==> src/rtl/h_mux_merge_pkg.sv <==
// Shared definitions for the merge/demux fabric: source-select encoding and default word width.
package h_mux_merge_pkg;

   typedef enum logic {
      SEL_A = 1'b0,
      SEL_B = 1'b1
   } sel_e;

   localparam int unsigned DEFAULT_WIDTH = 16;

endpackage

==> src/rtl/h_mux_merge_arb.sv <==
// Two-requester round-robin arbiter; owns the 'last granted' bit.
module h_rr_arb2
   import h_mux_merge_pkg::*;
(
   input  logic       clk,
   input  logic       rst_n,
   input  logic [1:0] req,
   input  logic       advance,
   output logic [1:0] gnt
);

   sel_e last;

   // On a tie the channel that did not win last time gets the grant.
   always_comb begin
      gnt = '0;
      unique case (req)
         2'b01:   gnt = 2'b01;
         2'b10:   gnt = 2'b10;
         2'b11:   gnt = (last == SEL_A) ? 2'b10 : 2'b01;
         default: gnt = '0;
      endcase
   end

   always_ff @(posedge clk or negedge rst_n) begin
      if (!rst_n) begin
         last <= SEL_B;
      end else if (advance && (gnt != 2'b00)) begin
         last <= gnt[1] ? SEL_B : SEL_A;
      end
   end

endmodule

==> src/rtl/h_mux_merge.sv <==
// Two-to-one round-robin stream merger with a registered, source-tagged output stage.
module h_mux_merge
   import h_mux_merge_pkg::*;
#(
   parameter int unsigned WIDTH = DEFAULT_WIDTH
) (
   input  logic             clk,
   input  logic             rst_n,
   input  logic [WIDTH-1:0] a_data,
   input  logic             a_valid,
   output logic             a_ready,
   input  logic [WIDTH-1:0] b_data,
   input  logic             b_valid,
   output logic             b_ready,
   output logic [WIDTH-1:0] out_data,
   output logic             out_sel,
   output logic             out_valid,
   input  logic             out_ready
);

   logic       load;
   logic [1:0] gnt;
   logic       xfer;

   assign load    = !out_valid || out_ready;
   assign a_ready = load && gnt[0];
   assign b_ready = load && gnt[1];
   assign xfer    = a_ready || b_ready;

   h_rr_arb2 u_arb (
      .clk     (clk),
      .rst_n   (rst_n),
      .req     ({b_valid, a_valid}),
      .advance (load),
      .gnt     (gnt)
   );

   // Data/tag only move on a transfer; a drain with no grant just clears valid.
   always_ff @(posedge clk or negedge rst_n) begin
      if (!rst_n) begin
         out_data  <= '0;
         out_sel   <= SEL_A;
         out_valid <= 1'b0;
      end else if (xfer) begin
         out_data  <= gnt[1] ? b_data : a_data;
         out_sel   <= gnt[1] ? SEL_B : SEL_A;
         out_valid <= 1'b1;
      end else if (out_ready) begin
         out_valid <= 1'b0;
      end
   end

endmodule

==> config.mk <==
export PLATFORM = sky130hd
export DESIGN_NAME = h_mux_merge
export DESIGN_NICKNAME = d
export VERILOG_FILES = /design/src/rtl/h_mux_merge_pkg.sv /design/src/rtl/h_mux_merge_arb.sv /design/src/rtl/h_mux_merge.sv
export SDC_FILE = /design/constraint.sdc
export NUM_CORES = 1
export LEC_CHECK = 0
export BUFFER_PORTS_ARGS = -buffer_cell sky130_fd_sc_hd__clkbuf_2
export CAP_MARGIN = 10
export CORE_AREA = 4 4 55 57
export DETAILED_ROUTE_END_ITERATION = 8
export DIE_AREA = 0 0 59 61
export PLACE_DENSITY = 0.71
export SETUP_SLACK_MARGIN = 0.5
export SLEW_MARGIN = 10
export SYNTH_ARGS = -nofsm -noshare
export SYNTH_HDL_FRONTEND = slang
export SYNTH_HIERARCHICAL = 1
export SYNTH_SLANG_ARGS = --single-unit
export TNS_END_PERCENT = 30
==> constraint.sdc <==
create_clock -name clk -period 2.7 [get_ports clk]
set_input_delay 0.405 -clock clk [delete_from_list [all_inputs] [get_ports clk]]
set_output_delay 0.405 -clock clk [all_outputs]
set_load 0.005 [all_outputs]
---- After elaboration in Yosys (flattened, before gate mapping) ----
Index checks and enable logic that the tools add are counted.
cells by class
  add/subtract/negate cells ............... 0
  multipliers ............................. 0
  divide/modulo/power cells ............... 0
  order comparisons ....................... 0
  equal/unequal tests ..................... 3
  shift-type cells ........................ 0
  mux-type cells .......................... 6
  bitwise logic cells ..................... 0
  reductions and logical operators ........ 8
operators by type and width
  operator                                              number
  two-way mux 16 bit                                    1
  one-hot mux 2 bit (3 select lines)                    1
  equality test 2 bit (second input constant)           2
  nonzero test 2 bit                                    2
  logical AND 1 bit                                     3
  two-way mux 1 bit                                     3
  equality test 2 x 1 -> 1 bit (second input constant)  1
  logical OR 1 bit                                      2
  two-way mux 2 bit                                     1
  zero test 1 bit                                       1
word-level totals
  register bits ........................... 19
  bits in latches ......................... 0
  bits in writable memories ............... 0
  ROM bits ................................ 0
  input bits .............................. 37
  output and inout bits ................... 20
  logic and storage cells ................. 21
  memories kept ........................... 0

---- Depth between registers and ports, before layout ----
  depth after elaboration ................. 5
  depth in mapped cells ................... 6
  gate-level depth less buffers ........... 4

---- Modules after synthesis ----
Netlist, hierarchy kept.
by module, submodules not included
  module       times used  cells an instance  area each (µm²)  sequential area each (µm²)
  h_mux_merge  1           62                 938.4            450.4
  h_rr_arb2    1           6                  56.3             26.3

---- Least setup slack after synthesis ----
No wires, ideal clock.
  path kind ............................... input -> register
  start point ............................. input port b_valid
  end point ............................... register out_data[0]
  setup time .............................. 0.125 ns
  data arrival time ....................... 1.550 ns
  required time ........................... 2.575 ns
  slack ................................... 1.025 ns
  cell stages on the path ................. 5
  path buffers ............................ 2
  path through ............................ a21boi_0 -> buf_6 -> buf_2 -> mux2_2 -> mux2_4
on the way
  longest elaborated chain between the ends .. 4
  elaborated cells between the ends (all ways) .. 8
  those cells by class .................... eq/ne: 3; mux: 2; reduce/logical: 3
RTL lines
  what                                                                        line                                  text
  start, declared                                                             h_mux_merge.sv:13                     input logic b_valid,
  equality test 2 bit / equality test 2 x 1 -> 1 bit (equally long branches)  h_mux_merge_arb.sv:17                 unique case (req)
  one-hot mux 2 bit (3 select lines) (*)                                      h_mux_merge_arb.sv:17
  logical AND 1 bit (on tied branches)                                        h_mux_merge.sv:26, h_mux_merge.sv:27
  logical OR 1 bit                                                            h_mux_merge.sv:28                     assign xfer = a_ready || b_ready;
  end signal, assigned                                                        h_mux_merge.sv:45                     out_data <= gnt[1] ? b_data : a_data;
  end, declared                                                               h_mux_merge.sv:15                     output logic [WIDTH-1:0] out_data,
Every way passes the cells marked *; elsewhere a longest branch is shown, timed or not.
A chain may end at the register's enable or synchronous reset.

---- Final worst setup path ----
  start point ............................. register u_arb.last
  end point ............................... register out_data[0]
on the way
  longest elaborated chain between the ends .. 4
  elaborated cells between the ends (all ways) .. 6
  those cells by class .................... mux: 3; reduce/logical: 3
RTL lines
  what                                line                   text
  start, declared                     h_mux_merge_arb.sv:12  sel_e last;
  start signal, assigned              h_mux_merge_arb.sv:29  last <= gnt[1] ? SEL_B : SEL_A;
  two-way mux 2 bit                   h_mux_merge_arb.sv:20  2'b11: gnt = (last == SEL_A) ? 2'b10 : 2'b01;
  one-hot mux 2 bit (3 select lines)  h_mux_merge_arb.sv:17
  via gnt[0]                          h_mux_merge.sv:22      logic [1:0] gnt;
  logical AND 1 bit                   h_mux_merge.sv:26      assign a_ready = load && gnt[0];
  logical OR 1 bit                    h_mux_merge.sv:28
The timed path passes the listed nets, and every way through them passes these cells.

==> impl_summary.txt <==
----------------------------------------------------
[Status]
  Status ... complete, no violations

[Place]
  Pre-CTS setup slack ... ~0.74 ns
  Cell area after placement ... ~1300 um^2
  Count of input and output buffers ... 56
  HPWL after detailed placement ... ~1800 um
  Routability Congestion ... ~0.7
  Inst Count DP ... 152

[Floorplanning]
  Die height ... 61 um
  Die footprint ... ~3600 um^2
  Core Rows ... 18
  Floorplan die width ... between 50 and 60 um
  Effective utilization at floorplan ... between 40% and 50%
  Boundary Pins ... 57
  Area of the core ... ~2500 um^2

[Timing]
  Setup repair after global routing missed its margin ... false
  Number of max-slew violations in the final report ... 0
  Final critical path time including I/O delays and setup ... 1.978 ns
  Upper clock frequency limit ... approximately 0.51 GHz
  Final setup violation count ... 0
  Measured slew at the worst slew-check pin ... roughly 0.47 ns
  Slew HR ... between 60 and 70%
  Total Negative Setup Slacks ... 0 ns
  Count of final hold-check violations ... 0
  Slack of the critical path ... between 0.7 and 0.8 ns
  Crit share post-route ... between 70% and 80%
  Worst Clk Skew ... between 0.007 and 0.008 ns
  Final hold slack ... about 0.042 ns

[Synth]
  Post-synth top area share ... roughly 45%
  Synth Flop Type ... dfrtp_1
  Synth top cells by count ... mux2_2 (22), dfrtp_1 (18), mux2_4 (10)
  Synth Net Count ... 105
  Share of synthesized area spent on multiplexers ... roughly 40%
  Post-Syn Area ... roughly 990 um^2
  Syn Inst Count ... about 70
  Warnings from Yosys ... 6
  Simple-gate share of the synthesized area ... roughly 2.4%
  Top area cells in the synthesized netlist ... dfrtp_1 (45%), mux2_2 (25%), mux2_4 (15%)
  Parity-gate share of the synthesized area counting xor and xnor cells ... 0%
  Largest area contributor in the synthesized netlist ... dfrtp_1
  Most repeated cell in the gate-level netlist after synthesis ... mux2_2
  Adder-Cell Fraction of Synth Area ... 0%
  Syn avg cell area ... roughly 15 um^2
  Synth Area in Compound Gates ... around 4.2%
  Count of different cell masters after synthesis ... 18
  Combinational family with the most area after synthesis ... multiplexers
  Fraction of the yosys area taken by sequential cells ... between 40% and 50%
  Share of synthesized registers carrying an async set or reset ... 100.0%
  Number of synthesized register bits ... 19
  EDFF count, synth ... 0

[Setup path]
  Maximum net fanout on the critical path ... 9
  Register-to-Register Setup Slack ... just over 0.7 ns
  Crit Reg-Reg Endpoint ... out_data[0]$_DFFE_PN0P_
  R2R Path Start ... u_arb/last$_DFFE_PN1P_
  Type of the worst setup path ... reg2reg
  Type of element launching the critical path ... flop
  Worst Path Arrival ... ~2.2 ns
  R2r worst-path depth ... 5
  Critical path capture point type ... flop
  Required time at the worst-slack endpoint ... roughly 2.9 ns

[Clock network]
  Number of buffers created by CTS ... 3
  Clock-pin slew on the worst setup and hold paths ... 0.11 ns
  Post-CTS setup buffers ... 0
  Clock tree sinks ... 19
  H-tree depth ... 1
  # resized after CTS ... 0
  TritonCTS clock tree ... done
  Root buffer cell ... clkbuf_4
  Source-to-sink clock delay at the later pin of the worst-skew pair ... slightly below 0.3 ns
  Hold-fix buffers at CTS ... 0
  Deepest clock path buffer count ... 2

[Global route]
  Final global-route overflow total ... 0
  Met2 Resource Use GR ... about 25%
  Antenna violations before repair ... 0
  Most crowded layer after global routing ... met2
  Number of global-route vias before repair ... around 800
  GRT Total Usage ... around an eighth
  First-pass GRT wire length ... between 3000 and 4000 um
  Largest net degree at the start of global routing ... 20
  Met3 track demand over resource ... about 1.3%
  Global routing met1 resource utilization ... about 15%

[Route]
  Drt via density ... between 4 and 5
  DRC ... 0
  Number of iterations in the first detailed-routing pass ... 3
  Remaining antenna violation count ... 0
  Total wirelength of the detailed-routed design ... around 2200 um
  Violation count after the first detailed-route iteration ... 13
  Routed wirelength normalized by instance count ... 14.33 um
  Via count ... approximately 720

[Power and ir drop]
  Switching share of total power ... 28.84%
  Gate power share ... between 30 and 40%
  Cell area power density ... a little under 700 nW/um^2
  Part of the total power dissipated in the clock network ... between 15 and 20%
  Leak pwr ... roughly 0.7 nW
  Switching pwr ... around 0.26 mW
  Sequential Power Share ... between 40% and 50%
  Internal power ... 0.6353 mW
  Maximum ir drop on the vdd rail ... slightly below 0.0004 V

[Final layout]
  Non-filler cells in the finished layout ... approximately 160
  Final std cell area, no fill ... 1310 um^2
  Synth-to-layout area growth ... 31.70%
  Fraction of layout cells with a size suffix above 1 ... between 70% and 80%
  Layout net count ... roughly 160
  N_diodes ... 0

[Hold path]
  Worst min-delay path category ... in2async

[Flow run]
  Max-Cap Viols ... 0

----------------------------------------------------
-- per-stage QoR --
step | power (mW) | util (%)
floorplan | 0.6241 | -
global placement | 0.7510 | 51.82
detailed placement | 0.7630 | 51.82
CTS | 0.9099 | 52.88
global route | 0.9547 | 52.88
finish | 0.8928 | 52.88
-- critical path, stage by stage (launching register included) --
cell and delay, ns:
dfstp_2 0.57, inv_1 0.04, a21boi_1 0.24, o21a_1 0.42
buf_4 0.28, mux2_4 0.32
-- sequential cells by signal (all words and copies together), names as in the netlist --
signal,count
out_data,16
out_valid,1
u_arb/last,1
out_sel,1
-- power by group through the flow --
stage	Clock [mW]	Sequential, mW	Combinational [mW]
4_1_cts	0.150	0.423	0.337
3_5_place_dp	0	0.428	0.335
3_3_place_gp	0	0.428	0.323
6_report	0.142	0.422	0.329
5_1_grt	0.163	0.433	0.359
2_1_floorplan	0	0.426	0.198
-- routing by layer --
| layer | up-vias | part of all wire [%] |
|---|---|---|
| met4 | 0 | 1.2 |
| met1 | 347 | 36 |
| met5 | - | 0 |
| met3 | 2 | 3.3 |
| li1 | 356 | - |
| met2 | 17 | 59 |
-- how the worst max path moves through the flow --
stage / from / to / depth (start not counted)
floorplan: b_valid / out_data[0]$_DFFE_PN0P_ / 5
global placement: u_arb/last$_DFFE_PN1P_ / out_data[1]$_DFFE_PN0P_ / 5
detailed placement: u_arb/last$_DFFE_PN1P_ / out_data[1]$_DFFE_PN0P_ / 5
CTS: u_arb/last$_DFFE_PN1P_ / out_data[0]$_DFFE_PN0P_ / 5
global route: u_arb/last$_DFFE_PN1P_ / out_data[0]$_DFFE_PN0P_ / 5
finish: u_arb/last$_DFFE_PN1P_ / out_data[0]$_DFFE_PN0P_ / 5
-- cell type report --
| class | count | area, um^2 |
|---|---|---|
| fill | 222 | 1167 |
| multi-input combinational | 43 | 466.7 |
| tap | 30 | 37.54 |
| sequential | 19 | 476.7 |
| clock buffer | 4 | 26.28 |
| timing repair buffer | 58 | 295.3 |
| inverter | 2 | 7.507 |
-- cells by family after synthesis --
family          count (synthesis)
mux                            32
flops                          19
simple gates                    5
buf+inv                         6
compound gates                  6
-- layout by cell type, fill, tap and decap left out, types with 2 or more instances in the layout --
master / n
clkbuf_2: 56
mux2_2: 22
dfrtp_1: 18
mux2_4: 10
clkbuf_4: 3
nand2_1: 2
inv_1: 2
buf_4: 2
Note: power is estimated with default switching activity, not from simulation.
